### config.mk
export PLATFORM = sky130hd
export DESIGN_NAME = fpu_mul_v4sf_seq
export DESIGN_NICKNAME = d
export VERILOG_FILES = /design/src/rtl/fpu_mul_v4sf_seq.sv
export SDC_FILE = /design/constraint.sdc
export NUM_CORES = 1
export LEC_CHECK = 0
export CORE_AREA = 2 2 191 193
export CTS_CLUSTER_DIAMETER = 150
export DETAILED_ROUTE_END_ITERATION = 10
export DIE_AREA = 0 0 193 195
export GPL_TIMING_DRIVEN = 0
export PLACE_DENSITY_LB_ADDON = 0.1
export SLEW_MARGIN = 40
export SYNTH_ARGS = -nofsm -noshare
export SYNTH_HDL_FRONTEND = slang
export SYNTH_SLANG_ARGS = --single-unit
### constraint.sdc
create_clock -name clock -period 21.9 [get_ports clock]
set_input_delay 6.57 -clock clock [delete_from_list [all_inputs] [get_ports clock]]
set_output_delay 6.57 -clock clock [all_outputs]
set_load 0.01 [all_outputs]
### src/rtl/fpu_mul_v4sf_seq.sv
// Packed 4-lane binary32 sequencer around the 2-stage single-lane multiplier.
// Define FPU_MUL_V4SF_HALF_EN to add packed binary16 lanes selected by opHalf.
module fpu_mul_v4sf_seq (
   input  logic         clock,
   input  logic         reset,
   input  logic         exHold,
   input  logic         req,
   input  logic         opHalf,
   input  logic [127:0] regValRs,
   input  logic [127:0] regValRt,
   output logic [127:0] regValRo,
   output logic         busy,
   output logic         ok,
   output logic [31:0]  mulValRs,
   output logic [31:0]  mulValRt,
   output logic         mulHold,
   input  logic [31:0]  mulValRo
);

   typedef enum logic [1:0] {IDLE, ISSUE, DRAIN, DONE} state_t;

   state_t       state, stateNext;
   logic [1:0]   issueCnt;
   logic [127:0] opRs, opRt;
   logic         tagVld_p0, tagVld_p1;
   logic [1:0]   tagLane_p0, tagLane_p1;
   logic         accept, issuing, lastCapture;

`ifdef FPU_MUL_V4SF_HALF_EN
   logic halfMode;

   function automatic logic [31:0] halfToSingle(input logic [15:0] h);
      logic [7:0] expS;
      expS = {3'b000, h[14:10]} + 8'd112;
      if (h[14:10] == 5'd0) return 32'h0000_0000;
      return {h[15], expS, h[9:0], 13'b0};
   endfunction

   function automatic logic [15:0] singleToHalf(input logic [31:0] s);
      logic signed [9:0] expH;
      expH = $signed({2'b00, s[30:23]}) - 10'sd112;
      if (s[30:23] == 8'd0 || expH <= 10'sd0) return 16'h0000;
      if (expH >= 10'sd31) return {s[31], 15'h7C00};
      return {s[31], expH[4:0], s[22:13]};
   endfunction
`else
   logic unusedHalf;
   assign unusedHalf = opHalf;
`endif

   assign busy    = (state != IDLE);
   assign mulHold = exHold;

   always_comb begin
      stateNext   = state;
      accept      = 1'b0;
      issuing     = 1'b0;
      lastCapture = tagVld_p1 && (tagLane_p1 == 2'd3);
      case (state)
         IDLE: begin
            if (req) begin
               accept    = 1'b1;
               stateNext = ISSUE;
            end
         end
         ISSUE: begin
            issuing = 1'b1;
            if (issueCnt == 2'd3) stateNext = DRAIN;
         end
         DRAIN: begin
            if (lastCapture) stateNext = DONE;
         end
         default: stateNext = IDLE;
      endcase
   end

   // Issue stage: present the selected lane to the multiplier
   always_comb begin
      mulValRs = 32'h0;
      mulValRt = 32'h0;
      if (issuing) begin
`ifdef FPU_MUL_V4SF_HALF_EN
         if (halfMode) begin
            mulValRs = halfToSingle(opRs[{issueCnt, 4'b0} +: 16]);
            mulValRt = halfToSingle(opRt[{issueCnt, 4'b0} +: 16]);
         end else begin
            mulValRs = opRs[{issueCnt, 5'b0} +: 32];
            mulValRt = opRt[{issueCnt, 5'b0} +: 32];
         end
`else
         mulValRs = opRs[{issueCnt, 5'b0} +: 32];
         mulValRt = opRt[{issueCnt, 5'b0} +: 32];
`endif
      end
   end

   always_ff @(posedge clock) begin
      if (!exHold && accept) begin
         opRs <= regValRs;
         opRt <= regValRt;
      end
   end

   // Tag pipeline (_p0 -> _p1) tracks the multiplier's two stages; capture at _p1
   always_ff @(posedge clock) begin
      if (reset) begin
         state      <= IDLE;
         issueCnt   <= 2'd0;
         tagVld_p0  <= 1'b0;
         tagVld_p1  <= 1'b0;
         tagLane_p0 <= 2'd0;
         tagLane_p1 <= 2'd0;
         regValRo   <= '0;
         ok         <= 1'b0;
`ifdef FPU_MUL_V4SF_HALF_EN
         halfMode   <= 1'b0;
`endif
      end else begin
         ok <= 1'b0;
         if (!exHold) begin
            state      <= stateNext;
            tagVld_p0  <= issuing;
            tagLane_p0 <= issueCnt;
            tagVld_p1  <= tagVld_p0;
            tagLane_p1 <= tagLane_p0;
            ok         <= (state == DRAIN) && lastCapture;
            if (accept) begin
               issueCnt <= 2'd0;
               regValRo <= '0;
`ifdef FPU_MUL_V4SF_HALF_EN
               halfMode <= opHalf;
`endif
            end else begin
               if (issuing) issueCnt <= issueCnt + 2'd1;
               if (tagVld_p1) begin
`ifdef FPU_MUL_V4SF_HALF_EN
                  if (halfMode) begin
                     regValRo[{tagLane_p1, 4'b0} +: 16] <= singleToHalf(mulValRo);
                  end else begin
                     regValRo[{tagLane_p1, 5'b0} +: 32] <= mulValRo;
                  end
`else
                  regValRo[{tagLane_p1, 5'b0} +: 32] <= mulValRo;
`endif
               end
            end
         end
      end
   end

endmodule

==> metrics.txt, run 1 <==
post-DR vias/cell 5.32; register area share after synthesis 67.3%; worst slack, placed 8160 ps; synth-to-layout area growth 45.8%; WL final 45900 µm; Setup Crit Path Kind in2out; CTS root buf clkbuf_16; worst rel slew slack between 40% and 50%; Syn. warnings 0; Critical Path AT between 7000 and 8000 ps; IO Count 488; cts hold-fix bufs 0; antenna violations before repair 8; drt pass-1 iters 5; layout cell share with drive strength beyond 1 11.2%; Hold Path Class reg2reg; post-CTS setup buffer count 0; vias in the first global route 11160; Worst-path clk slew 60 ps; grt ovf 0; cts bufs inserted 42; Final Cycle Share a little over three fifths; pin count of the biggest net entering global routing 23; leakage power 7.44 nW; DIE AREA roughly 0.038 mm²; setup ws final 8160 ps; main flop type after synthesis edfxtp_1; Cell Area, Placed 0.0213 mm²; Slew @ Worst Pin 756 ps; Peak Freq 0.0728 GHz; row count 69; ys async rst share 0%; CP top delay family buffers and inverters; Finished Layout Cells 2072; Buf/Inv on CP 2; clock skew 26.1 ps; height of the die around 200 µm; CTS Buffer Depth 3; Max Cap Viol 0; RSZ-0062 raised after global routing no; Crit. End Element output pin; syn avg cell area 15.1 µm²; critical path required time 15330 ps; synth top area cells edfxtp_1 49%, dfxtp_1 18%, mux4_2 9.3%; Final Max Slew Viols 0; Cell Area, Synth 0.0155 mm²; first-pass GRT wire length 66800 µm; design area ~0.023 mm²; post-synthesis cell count ~1000; worst skew pair latency around 550 ps; top cell type's share of synthesized area 49.4%; H-tree depth 2; Post-synth EDFFs 256; Min Clock Period, post-route 13740 ps; Critical Path Max Stage Delay about 520 ps; most frequent cells after synthesis 256 x edfxtp_1, 139 x dfxtp_1, 99 x nand2b_1; Final #Nets 1872; die width 193 µm; worst-path fanout max 5; Unique masters post-synth 35; Vias 11023; PortBufs 483; DRT iter0 DRCs around 640; largest area contributor in the netlist edfxtp_1; total power 1.73 mW; final design utilization 64.0%; Final GP Congestion 0.838; drt drc 0; Total GRT Usage around a quarter; Initial Utilization 43.9%; Synth Net Count 1331; status finished, final reports clean; Inst Count DP between 1500 and 2000; HPWL after DPL 34700 µm; Final setup viols 0; Peak VDD IR 0.0656 mV; CP cell instances buf_4 -> clkdlybuf4s50_1; final hold vios 0; drt wl/cell between 20 and 25 µm; clock sink total between 300 and 400; CTS tree built; post-CTS sizing 0; Seq cells post-synth just under 400; CP max-delay cell clkdlybuf4s50_1; Worst Setup Start Kind primary input; core footprint ~0.035 mm²; DRT antenna net count 0; most frequent cell after synthesis edfxtp_1; Pwr Density about 76 mW/mm²
cells by family after synthesis:
| family | share of synthesized area (%) |
|---|---|
| mux | 9.72 |
| flops | 67.3 |
| compound gates | 9.65 |
| fa+ha+maj | 0.724 |
| buf+inv | 3.76 |
| simple gates | 8.80 |
registers in the layout, summed over array words and instances, names as in the netlist:
register / cells
issueCnt: 2
ok: 1
opRs: 128
opRt: 128
regValRo: 128
state: 2
tagLane_p0: 2
tagLane_p1: 2
tagVld_p0: 1
tagVld_p1: 1
path summary, 6_finish.rpt:
kind                             from                       end  slack (ps)  cells past startpoint
max                            exHold                   mulHold        8160                      2
min          regValRo[7]$_SDFFE_PP0P_  regValRo[7]$_SDFFE_PP0P_         470                      2
max reg2reg     state[0]$_SDFFE_PP0P_        opRs[80]$_DFFE_PP_       19320                      9
min reg2reg  regValRo[7]$_SDFFE_PP0P_  regValRo[7]$_SDFFE_PP0P_         470                      2
cell usage in the layout, fill, tap and decap left out, drive strengths merged, types with 5 or more instances in the layout:
| cell type | count |
|---|---|
| clkdlybuf4s50 | 483 |
| edfxtp | 256 |
| dfxtp | 139 |
| clkbuf | 111 |
| nand2b | 99 |
| o32ai | 96 |
| mux4 | 64 |
| and2 | 64 |
| buf | 50 |
| inv | 40 |
| a21oi | 38 |
| o21ai | 34 |
| nand4 | 34 |
| a21boi | 32 |
| clkinv | 16 |
| ha | 9 |
| diode | 8 |
| mux2i | 7 |
| nor2 | 7 |
| nand2 | 5 |
where the power goes:
| part | leakage, nW | total [mW] | internal [mW] | switching, mW |
|---|---|---|---|---|
| sequential | 3.50 | 0.840 | 0.831 | 0.00872 |
| clock | 0.661 | 0.687 | 0.401 | 0.286 |
| combinational | 3.28 | 0.207 | 0.114 | 0.0935 |
layout make-up:
class	instances	area (µm²)
Antenna cell	8	20.0
Inverter	39	146
Sequential cell	395	10500
Tap cell	461	577
Clock buffer	56	1180
Clock inverter	21	155
Fill cell	2723	12700
Multi-Input combinational cell	504	4500
Buffer	91	438
Timing Repair Buffer	497	5180
layer usage:
layer  track usage (%)  routed length (µm)  vias to the layer above
li1                  -                   -                     5063
met2              40.2               22500                      505
met3              7.98                4770                       86
met1              28.5               17100                     5367
met4              8.89                1510                        2
met5                 0                  13                        -
stage by stage:
stage,hold slack [ps],setup TNS (ps)
6_report,472,0
4_1_cts,475,0
3_3_place_gp,458,-164660
5_1_grt,498,0
3_5_place_dp,466,0
2_1_floorplan,460,0
Note: power is estimated with default switching activity, not from simulation.
==> run 2, diff against run 1 <==
==> constraint.sdc (replaced) <==
create_clock -name clock -period 14.1 [get_ports clock]
set_input_delay 4.23 -clock clock [delete_from_list [all_inputs] [get_ports clock]]
set_output_delay 4.23 -clock clock [all_outputs]
set_load 0.01 [all_outputs]
==> run 2 against run 1 <==
Net effect: via count shrank 0.93%; non-clock buffer count grew 1; critical endpoint unchanged; clock power grew 64%; first-iteration DRC count grew 15%; cell area grew 0.39%; critical path depth is the same; global-route usage grew 0.096 points; hold slack is essentially flat.
==> metrics.txt, run 2 (synthesis gave the netlist of run 1 again) <==
design area 0.0228 mm² (was 0.0227 mm²); CTS root buf clkbuf_16 (unchanged); Logic pwr share 11.6% (was 11.9%); clock skew 12.1 ps (was 26.1 ps); die width 193 µm (unchanged); row count 69 (unchanged); H-tree depth 2 (unchanged); Levels on crit path 2 (unchanged); Total GRT Usage 24.0% (was 23.9%); layout cell share with drive strength beyond 1 11.3% (was 11.2%); final design utilization 64.3% (was 64.0%); Final Max Slew Viols 0 (unchanged); worst skew pair latency 550 ps (about the same); grt ovf 0 (unchanged); post-CTS sizing 0 (unchanged); DRT iter0 DRCs 740 (was 641); Min Clock Period, post-route 9060 ps; CTS tree built (unchanged); Final Cycle Share 64.2%; Peak VDD IR 0.0981 mV (was 0.0656 mV); post-CTS setup buffer count 0 (unchanged); status finished, final reports clean (unchanged); IO Count 488 (unchanged); Worst R2R Path Depth 8 (was 9); antenna violations before repair 12 (was 8); worst-path fanout max 5 (unchanged); Sw Pwr 609 µW (was 388 µW); Pwr Density 121 mW/mm² (was 76.5 mW/mm²); RSZ-0062 raised after global routing no (unchanged); height of the die 195 µm (unchanged); Final setup viols 0 (unchanged); biggest regs opRs: 128 flops, opRt: 128 flops, regValRo: 128 flops (unchanged); hold path depth 2 (unchanged); CP max-delay cell clkdlybuf4s50_1 (unchanged); total power 2.75 mW (was 1.73 mW); Slew @ Worst Pin 752 ps (was 756 ps); drt pass-1 iters 5 (unchanged); internal power 2.14 mW (was 1.35 mW); HPWL after DPL 34300 µm (was 34700 µm); CP cell instances buf_4 -> clkdlybuf4s50_1 (unchanged); core footprint 0.0354 mm² (unchanged); most common cell after layout, fill and taps aside clkdlybuf4s50_1 (unchanged); drt wl/cell 21.8 µm (was 22.2 µm); pin count of the biggest net entering global routing 24 (was 23); post-DR vias/cell 5.26 (was 5.32); Final GP Congestion 0.834 (was 0.838); Final #Nets 1874 (was 1872); Max Cap Viol 0 (unchanged); Critical Path AT 4830 ps (was 7170 ps); share of power burned in registers 47.4% (was 48.5%); Critical Path Max Stage Delay 520 ps (about the same); Crit. End Element output pin (unchanged); leakage power 7.48 nW (was 7.44 nW); DIE AREA 0.0376 mm² (unchanged); most frequent cells in the layout 483 x clkdlybuf4s50_1, 256 x edfxtp_1, 139 x dfxtp_1, 99 x nand2b_1, 96 x o32ai_1 (unchanged); critical path required time 9870 ps (was 15330 ps); Worst-path clk slew 60 ps (about the same); CP top delay family buffers and inverters (unchanged); PortBufs 483 (unchanged); first-pass GRT wire length 67200 µm (was 66800 µm); clock sink total 395 (unchanged); worst rel slew slack 49.9% (was 49.6%); cts bufs inserted 43 (was 42); final hold vios 0 (unchanged); CTS Buffer Depth 3 (unchanged); Initial Utilization 43.9% (unchanged); cts hold-fix bufs 0 (unchanged); WL final 45400 µm (was 45900 µm); synth-to-layout area growth 46.4% (was 45.8%); Vias 10920 (was 11023); clock power share 40.9% (was 39.6%); Setup Crit Path Kind in2out (unchanged); Hold Path Class reg2reg (unchanged); Buf/Inv on CP 2 (unchanged); drt drc 0 (unchanged); Worst Setup Start Kind primary input (unchanged); Peak Freq 0.110 GHz; DRT antenna net count 0 (unchanged); Cell Area, Placed 0.0213 mm² (about the same); vias in the first global route 11219 (was 11160); switching share of power 22.1% (was 22.4%)
run 2: path summary, 6_finish.rpt:
path	slack, ps	from	to
hold reg to reg	470	regValRo[3]$_SDFFE_PP0P_	regValRo[3]$_SDFFE_PP0P_
hold / removal	470	regValRo[3]$_SDFFE_PP0P_	regValRo[3]$_SDFFE_PP0P_
setup reg to reg	11730	state[0]$_SDFFE_PP0P_	opRs[53]$_DFFE_PP_
setup / recovery	5040	exHold	mulHold
run 2: cell type report:
type	instances	area (µm²)
Fill cell	2695	12600
Sequential cell	395	10500
Timing Repair Buffer	498	5180
Multi-Input combinational cell	504	4500
Clock buffer	55	1160
Tap cell	461	577
Buffer	91	438
Clock inverter	23	250
Inverter	39	146
Antenna cell	11	27.5
run 2: tightest hold or removal path, stage by stage (launching register included):
cell and delay (ps):
dfxtp_1 300, o21ai_0 60, a21oi_1 60
run 2: metrics by stage:
step	hold WS, ps	setup slack (ps)	cells	setup TNS, ps
6_report	472	5040	2077	0
5_1_grt	491	5020	2077	0
4_1_cts	473	5040	2066	0
3_5_place_dp	464	5050	1988	0
3_3_place_gp	457	-109	1973	-24440
2_1_floorplan	460	2350	1029	0
run 2: power by group through the flow:
stage / registers, mW / clock network [mW] / logic (mW)
floorplan: 1.34 / 0 / 0.129
global placement: 1.35 / 0 / 0.299
detailed placement: 1.33 / 0 / 0.323
CTS: 1.31 / 1.15 / 0.325
global route: 1.31 / 1.20 / 0.345
finish: 1.31 / 1.13 / 0.320
run 2: routing by layer:
metal / track usage (%) / vias to the layer above / share of wire, %
met4: 10.4 / 0 / 3.3
li1: - / 5095 / -
met5: 0 / - / 0
met1: 29.2 / 5286 / 38
met2: 39.3 / 456 / 49
met3: 7.67 / 83 / 9.4
==> run 3, diff against run 2 <==
--- a/config.mk
+++ b/config.mk
@@ -5,10 +5,9 @@
 export SDC_FILE = /design/constraint.sdc
 export NUM_CORES = 1
 export LEC_CHECK = 0
-export CORE_AREA = 2 2 191 193
+export CORE_UTILIZATION = 42
 export CTS_CLUSTER_DIAMETER = 150
 export DETAILED_ROUTE_END_ITERATION = 10
-export DIE_AREA = 0 0 193 195
 export GPL_TIMING_DRIVEN = 0
 export PLACE_DENSITY_LB_ADDON = 0.1
 export SLEW_MARGIN = 40
==> constraint.sdc (replaced) <==
create_clock -name clock -period 8.3 [get_ports clock]
set_input_delay 2.49 -clock clock [delete_from_list [all_inputs] [get_ports clock]]
set_output_delay 2.49 -clock clock [all_outputs]
set_load 0.01 [all_outputs]
==> run 3 against run 2 <==
Net effect: core utilization fell by 2.2 points; critical endpoint is now mulValRs[25]; highest routed layer unchanged; hold slack worse by 3.1 ps; cell count decreased by 0.14%; largest cell class unchanged; power grew 69%.
==> metrics.txt, run 3 (synthesis gave the netlist of run 1 again) <==
DRT iter0 DRCs 755 (was 740); biggest regs opRs: 128 flops, opRt: 128 flops, regValRo: 128 flops (unchanged); drt pass-1 iters 5 (unchanged); grt ovf 0 (unchanged); Final GP Congestion 0.843 (was 0.834); Worst Setup Start Kind flop (was primary input); Final #Nets 1872 (was 1874); HPWL after DPL 34100 µm (was 34300 µm); antenna violations before repair 3 (was 12); fillers 2869 (was 2695); row count 70 (was 69); core footprint 0.0365 mm² (was 0.0354 mm²); final hold vios 0 (unchanged); DIE AREA 0.0378 mm² (was 0.0376 mm²); GR Layer Usage met3 8.42% (was 7.67%); Final setup viols 0 (unchanged); cts hold-fix bufs 0 (unchanged); vias in the first global route 11221 (was 11219); CTS root buf clkbuf_16 (unchanged); layout cell share with drive strength beyond 1 11.3% (about the same); H-tree depth 2 (unchanged); Vias 10968 (was 10920); post-CTS setup buffer count 0 (unchanged); Initial Utilization 42.6% (was 43.9%); register area 0.0105 mm² (unchanged); setup TNS 0 ps (unchanged); most common cell after layout, fill and taps aside clkdlybuf4s50_1 (unchanged); Final Max Slew Viols 0 (unchanged); critical path required time 5810 ps (was 9870 ps); Slew @ Worst Pin 740 ps (was 752 ps); Inst Count DP 1994 (was 1988); Final Cycle Share roughly 67%; post-CTS sizing 0 (unchanged); worst skew pair latency 570 ps (was 550 ps); clock sink total 395 (unchanged); GR Layer Usage met2 40.5% (was 39.3%); synth-to-layout area growth 45.9% (was 46.4%); pin count of the biggest net entering global routing 24 (unchanged); Worst-path clk slew 70 ps (was 60 ps); die width 194 µm (was 193 µm); RSZ-0062 raised after global routing no (unchanged); drt wl/cell 22.0 µm (was 21.8 µm); GRT busiest layer met2 (unchanged); PortBufs 483 (unchanged); Pwr Density 205 mW/mm² (was 121 mW/mm²); post-DR vias/cell 5.29 (was 5.26); Finished Layout Cells 2074 (was 2077); Max Cap Viol 0 (unchanged); status finished, final reports clean (unchanged); CTS tree built (unchanged); Setup Crit Path Kind reg2out (was in2out); IO Count 488 (unchanged); GR Util met1 29.3% (was 29.2%); worst rel slew slack 50.7% (was 49.9%); Total GRT Usage 24.2% (was 24.0%); Multi-input gate area 0.00450 mm² (unchanged); first-pass GRT wire length 68700 µm (was 67200 µm); most frequent cells in the layout 483 x clkdlybuf4s50_1, 256 x edfxtp_1, 139 x dfxtp_1, 99 x nand2b_1, 96 x o32ai_1 (unchanged); Peak Freq 0.179 GHz; WL final 45600 µm (was 45400 µm); CTS Buffer Depth 3 (unchanged); drt drc 0 (unchanged); final design utilization 62.1% (was 64.3%); cts bufs inserted 42 (was 43); Peak VDD IR 0.186 mV (was 0.0981 mV); worst-path fanout max 10 (was 5); Crit. End Element output pin (unchanged); leakage power 7.47 nW (was 7.48 nW); Min Clock Period, post-route 5590 ps; Critical Path AT 3100 ps (was 4830 ps); DRT antenna net count 0 (unchanged); clock skew 20.6 ps (was 12.1 ps); Hold Path Class reg2reg (unchanged); height of the die 194 µm (was 195 µm)
run 3: cell count changes in the layout (fill, tap and decap cells not counted), moves of 3 or more:
cell / previous run / this run
diode_2: 11 / 2
clkbuf_1: 63 / 58
clkinv_2: 7 / 12
clkinv_1: 6 / 10
clkbuf_16: 43 / 46
inv_6: 3 / 0
run 3: layout make-up:
cell class | instances | share of cell area, %
plain buffers | 91 | 1.93
well taps | 468 | 2.58
clock inverters | 26 | 0.860
inverters | 39 | 0.645
multi-input cells | 504 | 19.8
repair buffers | 497 | 22.7
clock buffers | 52 | 5.31
diodes | 2 | 0.0221
flip-flops and latches | 395 | 46.1
run 3: path summary, 6_finish.rpt:
kind	start	slack [ps]	end	depth (start not counted)
setup / recovery	state[1]$_SDFFE_PP0P_	2710	mulValRs[25]	6
hold / removal	regValRo[2]$_SDFFE_PP0P_	470	regValRo[2]$_SDFFE_PP0P_	2
setup reg to reg	state[0]$_SDFFE_PP0P_	5720	opRt[124]$_DFFE_PP_	9
hold reg to reg	regValRo[2]$_SDFFE_PP0P_	470	regValRo[2]$_SDFFE_PP0P_	2
run 3: per-stage QoR:
step | area, µm² | power (mW) | hold WS, ps | setup WS (ps)
floorplan | 15600 | 2.48 | 460 | 1210
global placement | 21000 | 2.78 | 459 | -361
detailed placement | 21300 | 2.80 | 465 | 2720
CTS | 22700 | 4.70 | 473 | 2520
global route | 22700 | 4.82 | 486 | 2420
finish | 22700 | 4.66 | 469 | 2710
run 3: power breakdown:
group / switching, mW / internal [mW]
clock network: 0.776 / 1.12
registers: 0.0228 / 2.19
logic: 0.247 / 0.296
run 3: critical path: stages (launching register included):
cell and delay [ps]:
dfxtp_1 320, inv_1 90, ha_1 400, clkbuf_1 460
clkbuf_1 430, and2_1 190, clkdlybuf4s50_1 620
run 3: metal layers:
| layer | vias up | routed length, µm |
|---|---|---|
| met1 | 5357 | 17700 |
| li1 | 5058 | - |
| met4 | 0 | 1130 |
| met2 | 491 | 22500 |
| met5 | - | 0 |
| met3 | 62 | 4320 |
